<file path="src/rtl/alu_exec_unit_if.sv">
// alu_exec_unit_if: operation request/result handshake bundle for alu_exec_unit
//   in_valid/in_ready, alu_opcode, operand_a, operand_b : request channel (master -> slave)
//   out_valid/out_ready, result, flag_zero, flag_carry, err : result channel (slave -> master)
interface alu_exec_unit_if;
   logic       in_valid;
   logic       in_ready;
   logic [3:0] alu_opcode;
   logic [7:0] operand_a;
   logic [7:0] operand_b;
   logic       out_valid;
   logic       out_ready;
   logic [7:0] result;
   logic       flag_zero;
   logic       flag_carry;
   logic       err;
   modport master (
      output in_valid, alu_opcode, operand_a, operand_b, out_ready,
      input  in_ready, out_valid, result, flag_zero, flag_carry, err
   );
   modport slave (
      input  in_valid, alu_opcode, operand_a, operand_b, out_ready,
      output in_ready, out_valid, result, flag_zero, flag_carry, err
   );
endinterface

</file>
<file path="src/rtl/alu_exec_unit.sv">
// alu_exec_unit: 8-bit execute stage, single-cycle ops plus an 8-iteration shift-add MUL
//   clk   : rising-edge clock
//   reset : asynchronous active-high reset
//   bus   : alu_exec_unit_if.slave, request in / result+flags+err out
module alu_exec_unit (
   input logic clk,
   input logic reset,
   alu_exec_unit_if.slave bus
);
   typedef enum logic [1:0] {IDLE, MUL_BUSY, DONE} state_t;
   state_t      state, state_nxt;
   logic [2:0]  cnt;
   logic [15:0] acc, mcand, acc_nxt;
   logic [7:0]  mplier, op_a, op_b, res_q, r;
   logic [8:0]  t;
   logic        zero_q, carry_q, err_q, c, z, e, accept, is_mul;
   assign op_a    = bus.operand_a;
   assign op_b    = bus.operand_b;
   assign is_mul  = bus.alu_opcode == 4'd10;
   assign accept  = bus.in_valid && bus.in_ready;
   assign acc_nxt = mplier[0] ? acc + mcand : acc;
   // single-cycle result; MUL is produced by the sequencer instead
   always_comb begin
      r = '0;
      c = 1'b0;
      e = 1'b0;
      t = '0;
      case (bus.alu_opcode)
         4'd0:  {c, r} = {1'b0, op_a} + {1'b0, op_b};
         4'd1:  begin r = op_a - op_b; c = op_a < op_b; end
         4'd2:  r = op_a & op_b;
         4'd3:  r = op_a | op_b;
         4'd4:  r = op_a ^ op_b;
         // a spare ninth bit catches the last bit shifted out, 0 for a zero shift
         4'd5:  begin t = {1'b0, op_a} << op_b[2:0]; {c, r} = t; end
         4'd6:  begin t = {op_a, 1'b0} >> op_b[2:0]; {r, c} = t; end
         4'd7:  begin r = op_a + 8'd1; c = op_a == 8'hff; end
         4'd8:  begin r = op_a - 8'd1; c = op_a == 8'h00; end
         4'd9:  r = ~op_a;
         4'd11: r = op_b;
         4'd12: begin r = op_a; c = op_a < op_b; end
         4'd13, 4'd14, 4'd15: e = 1'b1;
         default: r = '0;
      endcase
      z = (bus.alu_opcode == 4'd12) ? op_a == op_b : r == 8'd0;
   end
   always_ff @(posedge clk or posedge reset)
      if (reset) state <= IDLE;
      else state <= state_nxt;
   always_comb begin
      state_nxt = state;
      if (accept) state_nxt = is_mul ? MUL_BUSY : DONE;
      else if (state == MUL_BUSY && cnt == 3'd7) state_nxt = DONE;
      else if (state == DONE && bus.out_ready) state_nxt = IDLE;
   end
   always_comb begin
      bus.in_ready   = state == IDLE || (state == DONE && bus.out_ready);
      bus.out_valid  = state == DONE;
      bus.result     = res_q;
      bus.flag_zero  = zero_q;
      bus.flag_carry = carry_q;
      bus.err        = err_q;
   end
   always_ff @(posedge clk or posedge reset)
      if (reset) begin
         cnt     <= '0;
         acc     <= '0;
         mcand   <= '0;
         mplier  <= '0;
         res_q   <= '0;
         zero_q  <= 1'b0;
         carry_q <= 1'b0;
         err_q   <= 1'b0;
      end else if (accept && is_mul) begin
         mcand  <= {8'd0, op_a};
         mplier <= op_b;
         acc    <= '0;
         cnt    <= '0;
      end else if (accept) begin
         res_q   <= r;
         zero_q  <= z;
         carry_q <= c;
         err_q   <= e;
      end else if (state == MUL_BUSY) begin
         acc    <= acc_nxt;
         mcand  <= mcand << 1;
         mplier <= mplier >> 1;
         cnt    <= cnt + 3'd1;
         if (cnt == 3'd7) begin
            res_q   <= acc_nxt[7:0];
            zero_q  <= acc_nxt[7:0] == 8'd0;
            carry_q <= |acc_nxt[15:8];
            err_q   <= 1'b0;
         end
      end
endmodule

</file>
<file path="src/flat_wrapper.sv">
// flat-port wrapper written by rule: the top's interface ports become plain ports
module alu_exec_unit_flat 
  (clk, reset, bus_in_valid, bus_alu_opcode, bus_operand_a, bus_operand_b, bus_out_ready, bus_in_ready, bus_out_valid, bus_result, bus_flag_zero, bus_flag_carry, bus_err);
  alu_exec_unit_if bus_i ();
  input logic clk;
  input logic reset;
  input wire logic [$bits(bus_i.in_valid)-1:0] bus_in_valid;
  input wire logic [$bits(bus_i.alu_opcode)-1:0] bus_alu_opcode;
  input wire logic [$bits(bus_i.operand_a)-1:0] bus_operand_a;
  input wire logic [$bits(bus_i.operand_b)-1:0] bus_operand_b;
  input wire logic [$bits(bus_i.out_ready)-1:0] bus_out_ready;
  output wire logic [$bits(bus_i.in_ready)-1:0] bus_in_ready;
  output wire logic [$bits(bus_i.out_valid)-1:0] bus_out_valid;
  output wire logic [$bits(bus_i.result)-1:0] bus_result;
  output wire logic [$bits(bus_i.flag_zero)-1:0] bus_flag_zero;
  output wire logic [$bits(bus_i.flag_carry)-1:0] bus_flag_carry;
  output wire logic [$bits(bus_i.err)-1:0] bus_err;
  assign bus_i.in_valid = bus_in_valid;
  assign bus_i.alu_opcode = bus_alu_opcode;
  assign bus_i.operand_a = bus_operand_a;
  assign bus_i.operand_b = bus_operand_b;
  assign bus_i.out_ready = bus_out_ready;
  assign bus_in_ready = bus_i.in_ready;
  assign bus_out_valid = bus_i.out_valid;
  assign bus_result = bus_i.result;
  assign bus_flag_zero = bus_i.flag_zero;
  assign bus_flag_carry = bus_i.flag_carry;
  assign bus_err = bus_i.err;
  alu_exec_unit u_core (.clk(clk), .reset(reset), .bus(bus_i));
endmodule
</file>
<file path="config.mk">
export PLATFORM = sky130hd
export DESIGN_NAME = alu_exec_unit_flat
export DESIGN_NICKNAME = d
export VERILOG_FILES = /design/src/rtl/alu_exec_unit_if.sv /design/src/rtl/alu_exec_unit.sv /design/src/flat_wrapper.sv
export SDC_FILE = /design/constraint.sdc
export NUM_CORES = 1
export LEC_CHECK = 0
export BUFFER_PORTS_ARGS = -buffer_cell sky130_fd_sc_hd__buf_2
export CELL_PAD_IN_SITES_DETAIL_PLACEMENT = 1
export CELL_PAD_IN_SITES_GLOBAL_PLACEMENT = 1
export CORE_ASPECT_RATIO = 1.75
export CORE_MARGIN = 2
export CORE_UTILIZATION = 47
export DETAILED_ROUTE_END_ITERATION = 8
export PLACE_DENSITY_LB_ADDON = 0.1
export SYNTH_ARGS = -nofsm -noshare
export SYNTH_HDL_FRONTEND = slang
export SYNTH_SLANG_ARGS = --single-unit
export TNS_END_PERCENT = 1
</file>
<file path="constraint.sdc">
create_clock -name clk -period 3.8 [get_ports clk]
set_clock_uncertainty 0.2 [all_clocks]
set_input_delay 0 -clock clk [delete_from_list [all_inputs] [get_ports clk]]
set_output_delay 0 -clock clk [all_outputs]
set_load 0.005 [all_outputs]
</file>
# Word level (Yosys, flattened, before mapping)

Index checks and enable logic that the tools add are counted.

Bits in registers: 56
Bits of input ports: 24
Output and inout bits: 13
Logic and storage cells: 96

$add $sub $neg: 6
Magnitude comparators: 1
Eq/ne operators: 21
Shift-type cells: 2
Multiplexer cells: 33
Bitwise operators: 5
Reduce and logical (&&, ||, !) cells: 19

Operators by type and width:

| operator            | count |
|---|---|
| $mux 16             | 7 |
| $pmux 8 s12         | 1 |
| $mux 8              | 6 |
| $eq 4x4->1 const B  | 8 |
| $logic_not 8->1     | 3 |
| $add 16x16->16      | 1 |
| $eq 4x3->1 const B  | 4 |
| $mux 1              | 11 |
| $add 8x8->9         | 1 |
| $mux 3              | 3 |
| $shl 8x3->9         | 1 |
| $shr 9x3->9         | 1 |
| $add 8x1->8 const B | 1 |
| $and 8x8->8         | 1 |
| $eq 4x2->1 const B  | 2 |
| $eq 8x8->1          | 1 |
| $eq 8x8->1 const B  | 1 |
| $lt 8x8->1          | 1 |
| $mux 2              | 4 |
| $not 8->8           | 1 |
| $or 8x8->8          | 1 |
| $reduce_or 8->1     | 1 |
| $sub 8x1->8 const B | 1 |
| $sub 8x8->8         | 1 |
| 19 further kinds    | 24 |

# Logic depth before layout (Yosys ltp)

Depth in word-level cells: 7
Mapped depth: 13
Gate-level depth less buffers: 11

# Least setup slack after synthesis

OpenSTA, ideal clock, no wires.

Path kind: input -> register
From: in bus_alu_opcode[0]
To: reg u_core.zero_q (netlist: u_core.bus.flag_zero)
Library setup time: 0.121 ns
Arrival time: 2.565 ns
Required time: 3.479 ns
Slack: 0.913 ns
Cell stages on the path: 13
Buffers on the path: 2
Cells stage by stage: buf_6 -> or4b_4 -> inv_2 -> buf_2 -> xnor2_1 -> ha_1 -> nor4_1 -> a211oi_2 -> o21ai_0 -> o2bb2ai_2 -> xnor2_1 -> o2111a_1 -> a32o_2

Word-level cells in the longest chain between the ends: 5
Elaborated cells between the ends (all ways): 20
Classes of those cells: 12 x eq/ne; 3 x mux; 1 x bitwise; 4 x reduce/logical

RTL lines:

| what                                     | RTL line                                 | RTL |
|---|---|---|
| start, declared                          | flat_wrapper.sv:8                        | `input wire logic [$bits(bus_i.alu_opcode)-1:0] bus_alu_opcode;` |
| $eq 4x4->1, or another cell as far along | alu_exec_unit.sv:28, alu_exec_unit.sv:45 |  |
| $pmux 8 s12                              | alu_exec_unit.sv:28                      | `case (bus.alu_opcode)` |
| $logic_not 8->1                          | alu_exec_unit.sv:45                      | `z = (bus.alu_opcode == 4'd12) ? op_a == op_b : r == 8'd0;` |
| $mux 1                                   | alu_exec_unit.sv:45                      |  |
| $mux 1                                   | alu_exec_unit.sv:79                      | `end else if (accept) begin` |
| end signal, assigned                     | alu_exec_unit.sv:81                      | `zero_q <= z;` |
| end, declared                            | alu_exec_unit.sv:16                      | `logic zero_q, carry_q, err_q, c, z, e, accept, is_mul;` |

Several ways; a longest one is shown, not always the timed one.
A chain may end at the register's enable or synchronous reset.

# Worst setup path after layout

From: in bus_operand_a[0]
To: reg u_core.carry_q (netlist: u_core.bus.flag_carry)

Word-level cells in the longest chain between the ends: 3
Elaborated cells between the ends (all ways): 8
Classes of those cells: 1 x add/sub; 1 x order compare; 1 x eq/ne; 2 x shift; 2 x mux; 1 x reduce/logical

RTL lines:

| what                                      | RTL line            | RTL |
|---|---|---|
| start, declared                           | flat_wrapper.sv:9   | `input wire logic [$bits(bus_i.operand_a)-1:0] bus_operand_a;` |
| $add 8x8->9, or another cell as far along | alu_exec_unit.sv:29 | `4'd0: {c, r} = {1'b0, op_a} + {1'b0, op_b};` |
| $pmux 1 s6 *                              | alu_exec_unit.sv:28 |  |
| $mux 1 *                                  | alu_exec_unit.sv:79 |  |
| end signal, assigned                      | alu_exec_unit.sv:92 | `carry_q <= \|acc_nxt[15:8];` |
| end, declared                             | alu_exec_unit.sv:16 |  |

Every way passes the cells marked *; elsewhere a longest branch is shown, timed or not.

==> flow_summary_export.csv <==
group,metric,value,unit
finish,area_delta_synth_final,9.566,%
yosys,synth_area,5886,µm²
sta,slew_headroom,0.3051,
die,die_area,13470,µm²
die,core,12360,µm²
yosys,ys_types,78,
route,vias,6114,
route,detail-route-antenna-nets,0,
global_route,grt.total_usage,0.3532,
place,place_hpwl,17.83,mm
sta,timing.final.crit_share,0.8807,
die,std_cell_rows,54,
setup_path,ff2ff_setup_slack,0.49,ns
sta,setup_violations,0,
yosys,synthCells,751,
route,drt-pass1-iter-count,5,
setup_path,cpMaxStageDelayCell,"a2111oi_0",
finish,multi_input_area,4134,µm²
route,via_per_inst,6.532,
finish,finalNetCount,839,
yosys,ys_seq_elements,56,
sta,timing.fmax,0.2988,GHz
global_route,overflow,0,
setup_path,path_class,"in2reg",
place,gp_congestion,0.9902,
yosys,synth_area_per_cell,7.837,µm²
setup_path,startpoint_type,"primary input",
sta,slew_violations,0,
die,die_w,88.59,µm
setup_path,cpLargestDelayFamily,"compound AO/OA/AOI/OAI gates",
setup_path,critPathMostFrequentCell,"inv_1",
clock_tree,clk_pin_slew,0.07,ns
finish,layout-drive-gt1-share,0.1172,
clock_tree,clock_latency,0.30,ns
yosys,synth-edff-count,0,
yosys,async_flop_share,1.000,
flow_run,maxCapViolCount,0,
finish,n_fill_cell,1547,
setup_path,critPathMaxStageDelay,0.76,ns
route,wl_per_cell,24.59,µm
clock_tree,cts-buffers-inserted,5,
clock_tree,cts_tree,"done",
setup_path,path_cells,"dlygate4sd3_1 > buf_2 > inv_1 > ha_1 > inv_1 > fa_1 > nand2b_1 > a21oi_1 > nor3_1 > o21bai_1 > a2111oi_0 > o41ai_1 > a31oi_1",
route,drt-initial-drc-count,250,
sta,hold_viol,0,
route,drc_errors,0,
clock_tree,clock_sinks,56,
setup_path,critPathCaptureType,"register",
pwr,p_per_area,516.6,nW/µm²
sta,finalSetupTns,0,ns
finish,regArea,1401,µm²
min_path,min_to,"u_core.mcand[5]$_DFFE_PP0P_",
die,start_util,0.4760,
global_route,first_global_vias,6492,
setup_path,required,3.81,ns
sta,finalCriticalPeriod,3.347,ns
yosys,synth_nets,823,
min_path,whs_path_depth,3,
yosys,ys_warn_count,0,
route,drt_wl_total,23.02,mm
yosys,seq_area_frac_synth,0.2381,
clock_tree,htreeDepth,2,
setup_path,reg2reg_from,"u_core.mcand[0]$_DFFE_PP0P_",
setup_path,crit_fanout,14,
global_route,antenna_found_initial,0,
status,outcome,"finished clean",
place,pre_cts_ws,0.5521,ns
clock_tree,clock-root-buffer,"clkbuf_16",
sta,setup_slack,0.4532,ns
clock_tree,cts_buffer_depth,2,
yosys,synthFlopType,"dfrtp_1",
die,ios,37,
pwr,ir_worst_vdd,0.3601,mV
sta,rsz0062_at_grt,"no",
clock_tree,post-cts-setup-buffers,0,
die,die_h,152.0,µm
place,io_buffers,36,
setup_path,r2r.worst_path.cells,9,
setup_path,critPathBufInv,4,
setup_path,cp_data_arrival_time,3.36,ns
global_route,grt_max_degree,38,
sta,worst_slew_pin_slew,1.040,ns
finish,diodes,0,
setup_path,r2r_end,"u_core.bus.flag_carry$_DFFE_PP0P_",
pwr,p_leak,2.832,nW
global_route,grt_pass1_wl,36.11,mm
min_path,min_from,"bus_operand_a[5]",
min_path,hp-class,"in2reg",
## final cells by class
cell class,instances,share of cell area
well taps,168,0.03260
flip-flops and latches,56,0.2173
repair buffers,64,0.06442
clock buffers,5,0.01940
inverters,32,0.01863
clock inverters,3,0.006597
multi-input cells,608,0.6411
## registers in the layout, summed over array words and instances (netlist names)
signal	flops
u_core.bus.flag_zero	1
u_core.state	2
u_core.mplier	8
u_core.mcand	16
u_core.bus.result	8
u_core.acc	16
u_core.bus.err	1
u_core.cnt	3
u_core.bus.flag_carry	1
## worst register-to-register path: cells and delay by family (launching register included)
kind | cells | cell delay (ns)
AOI/OAI and AO/OA | 5 | 1.38
adders and majority gates | 2 | 0.75
DFF | 1 | 0.42
and+or+nand+nor | 2 | 0.43
## layer usage
metal	wire length (µm)	track usage	up-vias
met2	12180	0.6251	194
li1	-	-	2827
met3	889	0.04834	87
met4	1950	0.2540	0
met5	0	0	-
met1	7996	0.3632	3006
## where the power goes
group / internal (mW) / total [mW] / leakage (nW) / switching [mW]
Combinational: 0.672 / 1.76 / 2.01 / 1.09
Sequential: 0.831 / 1.05 / 0.740 / 0.214
Clock: 0.310 / 0.523 / 0.0798 / 0.213
## layout by cell type, fill, tap and decap left out, drive strengths merged, types with 5 or more instances in the layout
cell type	Yosys	layout
a2111oi	5	5
a211o	6	6
a211oi	12	12
a21o	9	9
a21oi	41	41
a221oi	8	8
a22oi	23	23
a31oi	10	10
a32o	5	5
and3	7	7
buf	22	54
clkbuf	33	5
dfrtp	56	56
dlygate4sd3	0	10
ha	45	45
inv	31	31
mux2i	19	19
mux4	6	6
nand2	111	111
nand2b	12	12
nand3	15	15
nand3b	5	5
nand4	8	8
nor2	54	54
nor2b	12	12
nor3	19	19
nor4	8	8
o2111ai	8	8
o21ai	50	50
o22ai	13	13
o2bb2ai	5	5
o31ai	8	8
or3	5	5
xnor2	11	11
## timing repair
| item | 4_1_cts | 5_1_grt |
|---|---|---|
| hold buffers | 10 | 0 |
| gates resized for setup | 0 | 0 |
| endpoints found under the hold margin | 43 | 0 |
## Yosys cell counts, types with 9 or more instances
cell type,count,share of area
nand2b_1,12,0.013
xnor2_1,11,0.016
a21oi_1,40,0.034
clkbuf_1,33,0.021
a21o_1,9,0.011
a211oi_1,11,0.014
inv_1,30,0.019
o22ai_1,13,0.014
nor3_1,19,0.016
a22oi_1,23,0.029
buf_2,17,0.014
nand2_1,111,0.071
o21ai_0,45,0.038
ha_1,45,0.096
nor2b_1,12,0.013
nand3_1,15,0.013
mux2i_1,19,0.032
dfrtp_1,56,0.24
a31oi_1,10,0.011
nor2_1,54,0.034
## how the worst max path moves through the flow
stage | to | from | depth (start not counted) | slack, ns
2_1_floorplan | u_core.bus.flag_zero$_DFFE_PP0P_ | bus_alu_opcode[0] | 13 | 0.91
3_3_place_gp | u_core.bus.flag_zero$_DFFE_PP0P_ | bus_alu_opcode[1] | 12 | 0.61
3_5_place_dp | u_core.bus.flag_zero$_DFFE_PP0P_ | bus_alu_opcode[1] | 12 | 0.55
4_1_cts | u_core.bus.flag_carry$_DFFE_PP0P_ | bus_operand_a[0] | 13 | 0.50
5_1_grt | u_core.bus.flag_carry$_DFFE_PP0P_ | bus_operand_a[0] | 13 | 0.23
6_report | u_core.bus.flag_carry$_DFFE_PP0P_ | bus_operand_a[0] | 13 | 0.45
## kinds of logic (layout without fill, tap and decap cells)
kind of cell,count (synthesis),after routing,synth area share
mux,29,29,0.06292
buf+inv,87,104,0.06165
compound gates,244,244,0.2912
simple gates,274,274,0.2209
xor+xnor,13,13,0.01935
flops,56,56,0.2381
fa+ha+maj,48,48,0.1059
## stage by stage
step | total power, mW | hold WS (ns) | util | instances | instance area (µm²)
2_1_floorplan | 2.223 | -0.08316 | - | 751 | 5886
3_3_place_gp | 2.721 | -0.03874 | 0.4999 | 918 | 6181
3_5_place_dp | 2.805 | -0.02171 | 0.4999 | 918 | 6181
4_1_cts | 3.345 | 0.02176 | 0.5216 | 936 | 6449
5_1_grt | 3.605 | 0.07165 | 0.5216 | 936 | 6449
6_report | 3.331 | 0.02731 | 0.5216 | 936 | 6449
(Power assumes the default switching activity.)
